==> config.mk <==
export PLATFORM = sky130hd
export DESIGN_NAME = mem_bus_slave
export DESIGN_NICKNAME = d
export VERILOG_FILES = /design/src/rtl/mem_bus_pkg.sv /design/src/rtl/mem_rd_pipe.sv /design/src/rtl/mem_bus_slave.sv
export SDC_FILE = /design/constraint.sdc
export NUM_CORES = 1
export LEC_CHECK = 0
export CAP_MARGIN = 20
export CORE_ASPECT_RATIO = 1.2
export CORE_MARGIN = 4
export CORE_UTILIZATION = 35
export CTS_CLUSTER_DIAMETER = 60
export DETAILED_ROUTE_END_ITERATION = 8
export HOLD_SLACK_MARGIN = 0.03
export SYNTH_ARGS = -nofsm -noshare
export SYNTH_HDL_FRONTEND = slang
export SYNTH_SLANG_ARGS = --single-unit
export TNS_END_PERCENT = 10
==> constraint.sdc <==
create_clock -name clk -period 3.2 [get_ports clk]
set_input_delay 0.48 -clock clk [delete_from_list [all_inputs] [get_ports clk]]
set_output_delay 0.48 -clock clk [all_outputs]
set_load 0.005 [all_outputs]
==> src/rtl/mem_bus_pkg.sv <==
// Shared types and configuration checks for the mem_bus_slave memory slave.
// Imported by the top level and the read pipeline.
package mem_bus_pkg;

    typedef enum logic {
        CLEAR,
        RUN
    } state_e;

    localparam int unsigned MIN_DEPTH  = 2;
    localparam int unsigned MIN_RD_LAT = 1;

    // The shift is limited to addr_w < 31 because wider address buses can hold any int depth.
    function automatic bit cfg_ok(input int data_w, input int addr_w,
                                  input int depth, input int rd_lat);
        bit fits;
        fits = (addr_w >= 31) ? 1'b1 : (depth <= (1 << addr_w));
        return (data_w >= 1) && (depth >= int'(MIN_DEPTH)) &&
               (rd_lat >= int'(MIN_RD_LAT)) && fits;
    endfunction

endpackage

==> src/rtl/mem_rd_pipe.sv <==
// Read-return pipeline: carries {valid, out-of-range, data} from the read port to the outputs.
// The data of each stage only moves with a valid beat, so the final stage holds its last value.
module mem_rd_pipe
#(
    parameter int DATA_W = 8,
    parameter int RD_LAT = 2
)
(
    input  logic              clk,
    input  logic              rst_n,
    input  logic              in_valid_i,
    input  logic              in_oor_i,
    input  logic [DATA_W-1:0] in_data_i,
    output logic              out_valid_o,
    output logic              out_err_o,
    output logic [DATA_W-1:0] out_data_o
);

    logic [RD_LAT-1:0] vld_q;
    logic [RD_LAT-1:0] oor_q;
    logic [DATA_W-1:0] dat_q [RD_LAT];

    // Index 0 is the incoming beat, index i+1 is the output of stage i.
    logic [RD_LAT:0]   src_vld;
    logic [RD_LAT:0]   src_oor;
    logic [DATA_W-1:0] src_dat [RD_LAT+1];

    assign src_vld = {vld_q, in_valid_i};
    assign src_oor = {oor_q, in_oor_i};

    always_comb begin
        src_dat[0] = in_data_i;
        for (int i = 0; i < RD_LAT; i++) begin
            src_dat[i+1] = dat_q[i];
        end
    end

    always_ff @(posedge clk) begin
        if (!rst_n) begin
            vld_q <= '0;
            oor_q <= '0;
            for (int i = 0; i < RD_LAT; i++) begin
                dat_q[i] <= '0;
            end
        end else begin
            vld_q <= src_vld[RD_LAT-1:0];
            oor_q <= src_oor[RD_LAT-1:0];
            for (int i = 0; i < RD_LAT; i++) begin
                if (src_vld[i]) begin
                    dat_q[i] <= src_dat[i];
                end
            end
        end
    end

    assign out_valid_o = vld_q[RD_LAT-1];
    assign out_err_o   = vld_q[RD_LAT-1] & oor_q[RD_LAT-1];
    assign out_data_o  = dat_q[RD_LAT-1];

endmodule

==> src/rtl/mem_bus_slave.sv <==
// Memory slave on a split read/write bus: self-clears after reset, returns reads after
// RD_LAT cycles with rvalid, and flags out-of-range accesses on err.
module mem_bus_slave
    import mem_bus_pkg::*;
#(
    parameter int DATA_W = 8,
    parameter int ADDR_W = 8,
    parameter int DEPTH  = 16,
    parameter int RD_LAT = 2
)
(
    input  logic              clk,
    input  logic              rst_n,
    input  logic              enable,
    input  logic              write,
    input  logic              read,
    input  logic [ADDR_W-1:0] waddr,
    input  logic [DATA_W-1:0] wdata,
    input  logic [ADDR_W-1:0] raddr,
    output logic [DATA_W-1:0] rdata,
    output logic              rvalid,
    output logic              ready,
    output logic              err
);

    localparam bit              CFG_OK   = cfg_ok(DATA_W, ADDR_W, DEPTH, RD_LAT);
    localparam int              CNT_W    = $clog2(DEPTH);
    localparam logic [ADDR_W:0] DEPTH_A  = (ADDR_W+1)'(DEPTH);
    localparam logic [CNT_W-1:0] LAST_IDX = CNT_W'(DEPTH - 1);

    if (!CFG_OK) begin : g_cfg_err
        $error("mem_bus_slave: illegal DATA_W/ADDR_W/DEPTH/RD_LAT combination");
    end

    state_e            state_q, state_d;
    logic [CNT_W-1:0]  cnt_q, cnt_d;
    logic              wr_err_q;
    logic [DATA_W-1:0] mem_q [DEPTH];

    logic              w_in_range, r_in_range;
    logic              wr_acc, wr_oor, rd_acc;
    logic [DATA_W-1:0] rd_word;
    logic              rd_err;

    // NOTE: every combinational output gets a default first, so no path leaves it unassigned (no latch).
    always_comb begin
        state_d = state_q;
        cnt_d   = cnt_q;
        if (state_q == CLEAR) begin
            cnt_d = cnt_q + 1'b1;
            if (cnt_q == LAST_IDX) begin
                state_d = RUN;
            end
        end
    end

    always_ff @(posedge clk) begin
        if (!rst_n) begin
            state_q  <= CLEAR;
            cnt_q    <= '0;
            wr_err_q <= 1'b0;
        end else begin
            state_q  <= state_d;
            cnt_q    <= cnt_d;
            wr_err_q <= wr_oor;
        end
    end

    // Gating with rst_n keeps requests out while reset is held, even before the state register reacts.
    assign ready      = rst_n & (state_q == RUN);
    assign w_in_range = {1'b0, waddr} < DEPTH_A;
    assign r_in_range = {1'b0, raddr} < DEPTH_A;
    assign wr_acc     = ready & enable & write & w_in_range;
    assign wr_oor     = ready & enable & write & ~w_in_range;
    assign rd_acc     = ready & enable & read;

    // NOTE: the array has no reset branch; the CLEAR walk zeroes it one word per cycle instead.
    always_ff @(posedge clk) begin
        if (state_q == CLEAR) begin
            mem_q[cnt_q] <= '0;
        end else if (wr_acc) begin
            mem_q[waddr[CNT_W-1:0]] <= wdata;
        end
    end

    // Sampled before the write edge lands, which gives read-before-write on a same-address collision.
    assign rd_word = r_in_range ? mem_q[raddr[CNT_W-1:0]] : '0;

    mem_rd_pipe #(
        .DATA_W (DATA_W),
        .RD_LAT (RD_LAT)
    ) u_rd_pipe (
        .clk         (clk),
        .rst_n       (rst_n),
        .in_valid_i  (rd_acc),
        .in_oor_i    (~r_in_range),
        .in_data_i   (rd_word),
        .out_valid_o (rvalid),
        .out_err_o   (rd_err),
        .out_data_o  (rdata)
    );

    assign err = wr_err_q | rd_err;

endmodule

After elaboration in Yosys (flattened, before gate mapping)
Memory sizes are Yosys's and may differ from the RTL's.
Cells that the tools add are included.
Storage, ports and cells
  bits in registers: 10
  output and inout bits: 11
  bits of input ports: 29
  bits in latches: 0
  memories: 2
  bits in writable memories: 144
  logic and storage cells: 43
  bits in read-only memories: 0
Cells by class
  add/subtract/negate cells: 1
  bitwise operators: 12
  shift operators: 0
  $mul: 0
  equality and inequality tests: 1
  divide/modulo/power cells: 0
  mux-type cells: 19
  reductions and logical operators: 1
  magnitude comparators: 2
Memory list
  mem_q: depth 16, bits a word 8, read ports 1, clocked after memory_dff 0, write ports 1, line mem_bus_slave.sv:38  | logic [DATA_W-1:0] mem_q [DEPTH];
  u_rd_pipe.dat_q: depth 2, bits a word 8, read ports 2, clocked after memory_dff 0, write ports 2, line mem_rd_pipe.sv:21  | logic [DATA_W-1:0] dat_q [RD_LAT];
Operator list (count)
  2-to-1 mux 8 bit: 4
  less-than comparator 8 x 5 -> 1 bit (second input constant): 2
  2-to-1 mux 1 bit: 14
  OR reduction 8 bit: 1
  bitwise AND 1 bit: 7
  adder 4 x 1 -> 4 bit (second input constant): 1
  equality test 4 bit (second input constant): 1
  2-to-1 mux 4 bit: 1
  bitwise OR 1 bit: 3
  inverter 1 bit: 2

Depth between registers and ports, before layout
  depth in word-level cells: 9
  mapped depth: 5
  gate-level depth less buffers: 4

By module
A second synthesis with hierarchy kept.
Unflattened totals
  cell total of the unflattened synthesis: 362
  area, all modules: 6398.6 sq um
By module, submodules not included
  mem_bus_slave: sequential area each 3963.8 sq um, times used 1, cells each 305, area each 5514.0 sq um
  mem_rd_pipe: sequential area each 560.5 sq um, times used 1, cells each 57, area each 884.6 sq um

Worst setup path after synthesis
OpenSTA, ideal clock, no wires.
  kind: input-to-reg
  start: in waddr[7]
  end: mem mem_q[12][0] (enable)
  slack: 638 ps
  required time: 2814 ps
  library setup time: 386 ps
  stages on the path: 3
  buffers on the path: 0
  arrival: 2176 ps
  cell sequence: or4_4 or4_4 a211oi_1
On the way
  longest elaborated chain between the ends: 7
  elaborated cells between the ends (all ways): 8
  those cells by class: 1 x order compare; 5 x mux; 1 x bitwise; 1 x reduce/logical
Ends and longest elaborated chain
  start: declaration: line mem_bus_slave.sv:17  | input logic [ADDR_W-1:0] waddr,
  less-than comparator 8 x 5 -> 1 bit *: line mem_bus_slave.sv:71  | assign w_in_range = {1'b0, waddr} < DEPTH_A;
  bitwise AND 1 bit *: line mem_bus_slave.sv:73  | assign wr_acc = ready & enable & write & w_in_range;
  2-to-1 mux 1 bit *: line mem_bus_slave.sv:81  | end else if (wr_acc) begin
  2-to-1 mux 1 bit *: line mem_bus_slave.sv:79  | if (state_q == CLEAR) begin
  2-to-1 mux 1 bit (implied by the code) *: line mem_bus_slave.sv:82  | mem_q[waddr[CNT_W-1:0]] <= wdata;
  OR reduction 8 bit (no source line)
  2-to-1 mux 4 bit (no source line) or 2-to-1 mux 1 bit (tied branches)
  end: declaration: line mem_bus_slave.sv:38
Mark *: on every way between the ends. The rest lies on a longest branch, timed or not.

Worst setup path after layout
  start: in rst_n
  end: out ready
On the way
  longest elaborated chain between the ends: 1
Ends and longest elaborated chain
  start: declaration: line mem_bus_slave.sv:13  | input logic rst_n,
  bitwise AND 1 bit: line mem_bus_slave.sv:70  | assign ready = rst_n & (state_q == RUN);
  end: declaration: line mem_bus_slave.sv:22  | output logic ready,
Every way passes these cells.

==> run summary <==
Status -> complete, no violations
Crit share post-route -> 0.747
R2r startpoint -> state_q
Setup crit start -> rst_n
Post-CTS Setup Bufs -> 0
Clk pwr share -> 0.443
TritonCTS buffer count -> 17
Crit path DAT -> 1.91 ns
DR vias -> 3153
Num ports -> 40
Crit Path Category -> in2out
Core area -> 17000 sq um
Fmax -> 0.418 GHz
Switching pwr -> 895 uW
Required @ worst endpoint -> 2.72 ns
Metal3 WL -> 851 um
Initial antenna violation count -> 0
Final Wtd Congestion -> 0.894
Hold slack final -> 0.439 ns
Post-synth EDFFs -> 144
Antenna Violating Nets Remaining -> 0
Final count of hold timing violations -> 0
Crit-path slowest cell -> clkdlybuf4s50_1
Slew headroom -> 0.449
Setup TNS Final -> 0 ns
Die area -> 19800 sq um
Logic pwr share -> 0.045
DR pass1 iterations -> 5
CP most frequent cell -> clkdlybuf4s50_1
Routed wire length -> 12.3 mm
Top sig layer -> met4
CP max FO -> 19
Cells after synthesis -> 317
Worst-path clk slew -> 0.06 ns
Sw Share -> 0.205
Synthesized area per cell -> 19.4 sq um
Final min period -> 2.39 ns
Power Internal -> 3.48 mW
Maximum vdd drop -> 351 uV
Vias in the first global route -> 3182
CTS Hold Buffers Added -> 0
Share of the yosys chip area belonging to registers -> 0.736
Ys flop type -> edfxtp_1
DR iter-0 viols -> 310
Crit-path cells -> clkdlybuf4s50_1, buf_4, and2_1, clkdlybuf4s50_1
Post-Syn Nets -> 347
CP top delay family -> buffers and inverters
CTS root buf -> clkbuf_16
TritonCTS clock tree -> done
Final HPWL DP -> 8.44 mm
Critical path endpoint category -> output pin
Pwr Density -> 586 nW/um^2
Clk buf depth -> 2
Core Rows -> 52
Max H-tree Level -> 4
Hold_sp -> u_rd_pipe.oor_q[0]
Final setup fails -> 0
CP bufs+invs -> 3
Later-pin clock latency in the skew report -> 0.41 ns
Synth warn -> 0
Total grt overflow -> 0
Placed inst area -> 6880 sq um
Die Span X -> 129 um
Netlist cell types -> 34
Drt drc -> 0
Power Total -> 4.37 mW
GRT Total Usage -> 0.129
Proportion of layout cells with a drive suffix above 1 -> 0.233
Wl on met1 -> 5.19 mm
Hold crit path type -> reg2reg
Tightest Pin Transition -> 0.827 ns
Asr flop ratio synth -> 0
CP max stage delay -> 0.55 ns
Largest net degree at the start of global routing -> 33
Via density -> 5.20
Cells resized by post-CTS repair -> 0
Antenna cells -> 0
Final Cell Area -> 7450 sq um
Wire per inst -> 20.3 um
Max_cap viols -> 0
CP Launch Type -> input port
Static Leak -> 2.75 nW
I/O Buffers -> 39
RSZ-0062 raised after global routing -> false
Post-Layout Cell Count -> 606
Starting Density -> 0.361
Mapped cell area -> 6150 sq um
Clock sinks -> 154
Area Overhead vs Synth -> 21.2%
FF+latch count, synth -> 154
Reg power frac -> 0.512
Slew Limit Fails -> 0
Clock Skew -> 0.00807 ns
DR WL met2 -> 6.08 mm
Layout Nets -> 407
Fillers -> 1456
First-pass GRT wire length -> 18.6 mm
Die Y -> 153 um
Number of placed cells counting well taps -> 574
cells in the mapped netlist (4+ instances only):
cell type | instances | share of area
edfxtp_1 | 144 | 0.70
mux4_2 | 32 | 0.12
and3_1 | 17 | 0.017
mux2i_1 | 17 | 0.028
dfxtp_1 | 10 | 0.033
a211oi_1 | 8 | 0.0098
a21oi_1 | 8 | 0.0065
buf_4 | 8 | 0.0098
o22ai_1 | 8 | 0.0081
clkbuf_1 | 7 | 0.0043
nor2b_1 | 7 | 0.0071
and2_1 | 6 | 0.0061
buf_2 | 6 | 0.0049
nand4b_1 | 4 | 0.0057
o21ai_0 | 4 | 0.0033
power by group through the flow:
stage               Combinational (mW)  Clock, mW  Sequential (mW)
floorplan                        0.115          0             2.27
global placement                 0.200          0             2.28
global route                     0.216       2.07             2.24
detailed placement               0.202          0             2.28
CTS                              0.202       1.97             2.24
finish                           0.199       1.94             2.24
routing by layer:
metal	vias up	track usage
li1	1431	-
met1	1579	0.169
met3	16	0.0426
met4	0	0.0415
met2	127	0.202
met5	-	0
layout by cell type (no fill, tap or decap), types with 3 or more instances in the layout:
| cell | Yosys | routed |
|---|---|---|
| o22ai_1 | 8 | 8 |
| nand4b_1 | 4 | 4 |
| xnor2_1 | 3 | 3 |
| mux2i_1 | 17 | 17 |
| edfxtp_1 | 144 | 144 |
| and3_1 | 17 | 17 |
| and2_1 | 6 | 6 |
| o21ai_0 | 4 | 4 |
| nand4_1 | 3 | 3 |
| buf_4 | 8 | 24 |
| inv_6 | 0 | 4 |
| nor2b_1 | 7 | 7 |
| mux4_2 | 32 | 32 |
| dfxtp_1 | 10 | 10 |
| clkbuf_16 | 0 | 17 |
| clkdlybuf4s50_1 | 0 | 38 |
| a21oi_1 | 8 | 8 |
| nor2_1 | 3 | 3 |
| a211oi_1 | 8 | 8 |
flip-flops by register name, summed over array words and instances, names as in the netlist:
| signal | count |
|---|---|
| mem_q | 128 |
| u_rd_pipe.dat_q | 16 |
| cnt_q | 4 |
| u_rd_pipe.oor_q | 2 |
| u_rd_pipe.vld_q | 2 |
| state_q | 1 |
| wr_err_q | 1 |
path summary, 6_finish.rpt:
| kind | end | slack [ns] | depth (start not counted) |
|---|---|---|---|
| setup / recovery | ready | 0.81 | 4 |
| hold reg to reg | u_rd_pipe.oor_q[1] | 0.44 | 1 |
| hold / removal | u_rd_pipe.oor_q[1] | 0.44 | 1 |
| setup reg to reg | mem_q[2][7] | 0.85 | 3 |
worst reg2reg max path, stage by stage, from the launching register on:
cell and delay (ns):
dfxtp_1 0.62, and4_1 0.42, nand4b_1 0.23, a21oi_1 0.70
cells by family (layout without fill, tap and decap cells):
family,after synthesis,in the layout,share of synthesized area
xor gates and xnor gates,3,3,0.00427
adders and majority gates,1,1,0.00203
DFF,154,154,0.736
AOI/OAI and AO/OA,36,36,0.0383
muxes,49,49,0.145
and+or+nand+nor,49,49,0.0533
buffers and inverters,25,98,0.0214
final cells by class:
cell class | instances | area (sq um) | area share
tap | 216 | 270 | 0.0363
inverter | 2 | 7.51 | 0.00101
multi-input combinational | 138 | 1490 | 0.200
timing repair buffer | 64 | 586 | 0.0785
clock buffer | 19 | 433 | 0.0581
clock inverter | 13 | 141 | 0.0190
sequential | 154 | 4520 | 0.607
metrics by stage:
stage,setup WS (ns),util
after CTS,0.803,0.437
after global routing,0.720,0.437
after global placement,0.494,0.404
final,0.809,0.437
after detailed placement,0.397,0.404
after floorplan,0.638,-
No activity file was read; power rests on OpenSTA's default activity.
==> RTL change 1: new RTL, config.mk and constraints unchanged <==
Change the parameter `DEPTH` from 16 to 8.
--- a/src/rtl/mem_bus_slave.sv
+++ b/src/rtl/mem_bus_slave.sv
@@ -5,7 +5,7 @@
 #(
     parameter int DATA_W = 8,
     parameter int ADDR_W = 8,
-    parameter int DEPTH  = 16,
+    parameter int DEPTH  = 8,
     parameter int RD_LAT = 2
 )
 (
Check against the original RTL: not equivalent (a bounded check fails within 10 cycles, from zero or initial values and one cycle with rst_n low).
==> RTL change 1 against the unedited design <==
Design area is 41% lower; global-route usage decreased by 0.71 points; area after synthesis shrank 40%; cell count fell by 33%; wire length fell by 44%; power shrank 45%; sequential cell count down 65; setup slack improved by 0.013 ns; highest routed layer unchanged.
==> RTL change 1: results (changes against the unedited design) <==
* Number of antenna violations at the first check in global routing at 0 (unchanged)
* Number of warning messages in the yosys log at 0 (unchanged)
* Number of unique standard cell types used by synthesis at 33 (-2.9%)
* Post-cts gate resize count at 0 (unchanged)
* Met2 usage at 18.9% (-1.4 points)
* Clock latency on the worst-skew pair at 0.33 ns (-0.08 ns)
* Most repeated cell in the gate-level netlist after synthesis: sky130_fd_sc_hd__edfxtp_1
* Number of hold violations in the final report at 0 (unchanged)
* Syn_nets at 265 (-24%)
* Bufs on Longest Clock Path at 2 (unchanged)
* DR DRC count at 0 (unchanged)
* Final-stage net count at 303 (-26%)
* Sequential cell area fraction in the yosys report at 70.3% (-3.2 points)
* Slowest stage cell, crit path: sky130_fd_sc_hd__clkdlybuf4s50_1
* Combined global-route utilization of all metal layers at 12.2% (-0.71 points)
* M3 GR Usage at 2.65% (-1.6 points)
* Pin slew with the least headroom to its limit at 0.651 ns (-0.176 ns)
* Number of levels in the clock H-tree at 3 (-1)
* TritonCTS Buffers at 9 (-8)
* Static Leakage at 1.66 nW (-40%)
* Biggest registers after layout: mem_q: 64 flops, u_rd_pipe.dat_q: 16 flops, cnt_q: 3 flops
* Wire length of the first global-routing pass at 10.8 mm (-42%)
* Number of vias per cell at 5.00 (-3.9%)
* Top cells by count, synth: 80 x sky130_fd_sc_hd__edfxtp_1, 34 x sky130_fd_sc_hd__mux2i_1, 21 x sky130_fd_sc_hd__and2_1, 16 x sky130_fd_sc_hd__a22oi_1
* Global placement routability congestion at 0.754 (-16%)
* Number of synthesized flops with an enable pin at 80 (-44%)
* Post-DP Area at 4160 um^2 (-40%)
* Int Pwr at 1.90 mW (-45%)
* Routed wl met2 at 3.53 mm (-42%)
* Share of post-route cells with drive strength above 1 at 8.66% (-15 points)
* Diodes inserted at 0 (unchanged)
* Detailed-routed wire length on met3 at 266 um (-69%)
* Met1 usage at 16.0% (-0.91 points)
* Vias in the first global route at 1981 (-38%)
* Clk_skew at 0.00794 ns (-0.000133 ns)
* WL met1 at 3.00 mm (-42%)
* Clock slew seen by the registers of the worst setup and hold paths at 0.06 ns (about the same)
* DP Worst Slack at 0.560 ns (+0.163 ns)
* Worst hold path type: reg -> reg
* Port bufs at 39 (unchanged)
* Largest net degree at the start of global routing at 23 (-30%)
* Status: finished clean
* Topmost layer with routed signal wires: met4
* Leading cell types by total area after synthesis: sky130_fd_sc_hd__edfxtp_1 65%, sky130_fd_sc_hd__mux2i_1 9.3%, sky130_fd_sc_hd__dfxtp_1 4.9%
* DPL Wire Length at 4.97 mm (-41%)
* Delay of the slowest critical-path stage at 0.70 ns (+0.15 ns)
* CTS root buf: sky130_fd_sc_hd__clkbuf_16
* Maximum net fanout on the critical path at 12 (-7)
* Initial detailed-routing violation count at 113 (-64%)
* Max rail drop VDD at 0.284 mV (-19%)
* Post-Route WL at 6.88 mm (-44%)
* Iteration count of the initial detailed-routing pass at 4 (-1)
* Buffers inserted during post-CTS setup optimization at 0 (unchanged)
RTL change 1: kinds of logic (layout without fill, tap and decap cells):
group / after synthesis / count (layout) / synth area share (%)
and+or+nand+nor: 55 / 55 / 9.37
xor gates and xnor gates: 1 / 1 / 0.239
adders and majority gates: 2 / 2 / 0.682
muxes: 34 / 34 / 9.27
buffers and inverters: 23 / 66 / 3.34
AOI/OAI and AO/OA: 30 / 30 / 6.75
DFF: 89 / 89 / 70.3
RTL change 1: cell type report:
class / instances / area, um^2
clock buffers: 11 / 233
clock inverters: 5 / 32.5
fillers: 904 / 5690
inverters: 5 / 18.8
multi-input cells: 122 / 966
flip-flops and latches: 89 / 2580
well taps: 126 / 158
repair buffers: 45 / 430
RTL change 1: stage by stage:
stage | cells | hold slack, ns
after floorplan | 234 | 0.412
after global placement | 387 | 0.420
after detailed placement | 387 | 0.423
after CTS | 403 | 0.437
after global routing | 403 | 0.452
final | 403 | 0.435
RTL change 1: path summary, 6_finish.rpt:
check                      from                 end  slack (ns)  cells after the start
min          u_rd_pipe.oor_q[0]  u_rd_pipe.oor_q[1]        0.43                      1
max reg2reg             state_q         mem_q[4][3]        1.11                      4
max                       rst_n               ready        0.82                      3
min reg2reg  u_rd_pipe.oor_q[0]  u_rd_pipe.oor_q[1]        0.43                      1
RTL change 1: power groups by stage:
stage | sequential, mW | clock, mW | combinational [mW]
5_1_grt | 1.32 | 0.992 | 0.174
2_1_floorplan | 1.34 | 0 | 0.0929
3_5_place_dp | 1.35 | 0 | 0.159
4_1_cts | 1.32 | 0.940 | 0.160
6_report | 1.32 | 0.916 | 0.158
3_3_place_gp | 1.34 | 0 | 0.158
RTL change 1: critical path: cells and delay by family:
family                 cells  cell delay (ns)
buffers and inverters      2             1.21
and+or+nand+nor            1             0.20
==> RTL change 2: new RTL, config.mk and constraints unchanged <==
Without the edit above. Reset style: asynchronous (`rst_n`), changed in 2 clocked blocks.
--- a/src/rtl/mem_rd_pipe.sv
+++ b/src/rtl/mem_rd_pipe.sv
@@ -35,7 +35,7 @@
         end
     end
 
-    always_ff @(posedge clk) begin
+    always_ff @(posedge clk or negedge rst_n) begin
         if (!rst_n) begin
             vld_q <= '0;
             oor_q <= '0;
--- a/src/rtl/mem_bus_slave.sv
+++ b/src/rtl/mem_bus_slave.sv
@@ -54,7 +54,7 @@
         end
     end
 
-    always_ff @(posedge clk) begin
+    always_ff @(posedge clk or negedge rst_n) begin
         if (!rst_n) begin
             state_q  <= CLEAR;
             cnt_q    <= '0;
Check against the original RTL: same outputs for any inputs over 10 cycles, from zero or initial values and one cycle with rst_n low; that may be too few to reach the edited logic, so the function may still have changed.
==> RTL change 2 against the unedited design <==
Wire length down 3.4%; critical path depth up 1; design area down 1.2%; combinational power down 34%; power down 4.1%; highest routed layer unchanged; sequential cell count unchanged; area after synthesis up 0.37%; setup slack worse by 0.19 ns.
==> RTL change 2: results (changes against the unedited design) <==
* Worst hold path endpoint: u_rd_pipe.oor_q[1]
* WL/cell at 20.0 um (-1.3%)
* Vias at 2939 (-6.8%)
* Delay of the slowest critical-path stage at 0.68 ns (+0.13 ns)
* Final Hold Slack at 0.354 ns (-0.0848 ns)
* Largest delay share family, worst path: simple AND/OR/NAND/NOR gates
* Sequential cell area fraction in the yosys report at 72.8% (-0.76 points)
* Status: finished clean
* Max rail drop VDD at 0.356 mV (+1.4%)
* Share of post-route cells with drive strength above 1 at 24.4% (+1.1 points)
* Dpl cells at 561 (-2.3%)
* Sequential cell area at 4490 um^2 (-0.66%)
* Vias in the first global route at 3057 (-3.9%)
* Hold wc startpoint: u_rd_pipe.oor_q[0]
* Filler cell count at 1454 (-0.14%)
* Fraction of the mapped netlist area in compound gates at 1.85% (-2.0 points)
* Top-area cell type share of the netlist area at 62.3% (-8.0 points)
* Leading cell types by total area after synthesis: sky130_fd_sc_hd__edfxtp_1 62%, sky130_fd_sc_hd__mux4_2 12%, sky130_fd_sc_hd__dfrtp_1 11%
* Clk_skew at 0.00724 ns (-0.000826 ns)
* Global placement routability congestion at 0.843 (-5.7%)
* DPL Wire Length at 8.09 mm (-4.2%)
* Top cells by count, synth: 128 x sky130_fd_sc_hd__edfxtp_1, 32 x sky130_fd_sc_hd__mux4_2, 27 x sky130_fd_sc_hd__mux2i_1, 26 x sky130_fd_sc_hd__dfrtp_1, 18 x sky130_fd_sc_hd__nor2_1
* Syn_nets at 344 (-0.86%)
* Proportion of register bits with asynchronous set or reset after synthesis at 16.9% (+17 points)
* Number of unique standard cell types used by synthesis at 32 (-5.9%)
* Combined global-route utilization of all metal layers at 12.5% (-0.34 points)
==> RTL change 2: cell types whose count changed after synthesis, moves of 10 or more <==
cell	unedited run	this run
sky130_fd_sc_hd__mux2i_1	17	27
sky130_fd_sc_hd__and3_1	17	0
sky130_fd_sc_hd__dfrtp_1	0	26
sky130_fd_sc_hd__mux2_2	0	10
sky130_fd_sc_hd__nor2_1	3	18
sky130_fd_sc_hd__dfxtp_1	10	0
sky130_fd_sc_hd__edfxtp_1	144	128
==> RTL change 2: cell type report <==
| type | instances | area share (%) |
|---|---|---|
| tap | 216 | 3.67 |
| multi-input combinational | 137 | 20.6 |
| timing repair buffer | 52 | 6.90 |
| clock inverter | 15 | 1.95 |
| sequential | 154 | 61.0 |
| clock buffer | 17 | 5.77 |
| inverter | 2 | 0.102 |
==> RTL change 2: worst max path at each step <==
stage          startpoint           to  slack (ns)  depth (start not counted)
3_5_place_dp     waddr[7]  mem_q[8][5]        0.18                          5
2_1_floorplan    waddr[7]  mem_q[3][0]        0.89                          4
3_3_place_gp     waddr[7]  mem_q[4][5]        0.24                          6
6_report         waddr[7]  mem_q[8][0]        0.62                          5
4_1_cts          waddr[7]  mem_q[8][2]        0.62                          5
5_1_grt           state_q  mem_q[4][1]        0.50                          5
==> RTL change 2: layer usage <==
layer  share of wire, %  global-route usage, %
met5                  0                      0
met4                1.4                   4.35
met1                 44                   16.8
met2                 48                   19.5
met3                6.4                   3.66
==> RTL change 2: where the power goes <==
group          total [mW]  leakage [nW]  internal [mW]  switching, mW
Clock                1.91         0.277           1.04          0.873
Sequential           2.15          1.80           2.15        0.00276
Combinational       0.131         0.776         0.0740         0.0568
Total                4.19          2.85           3.26          0.933
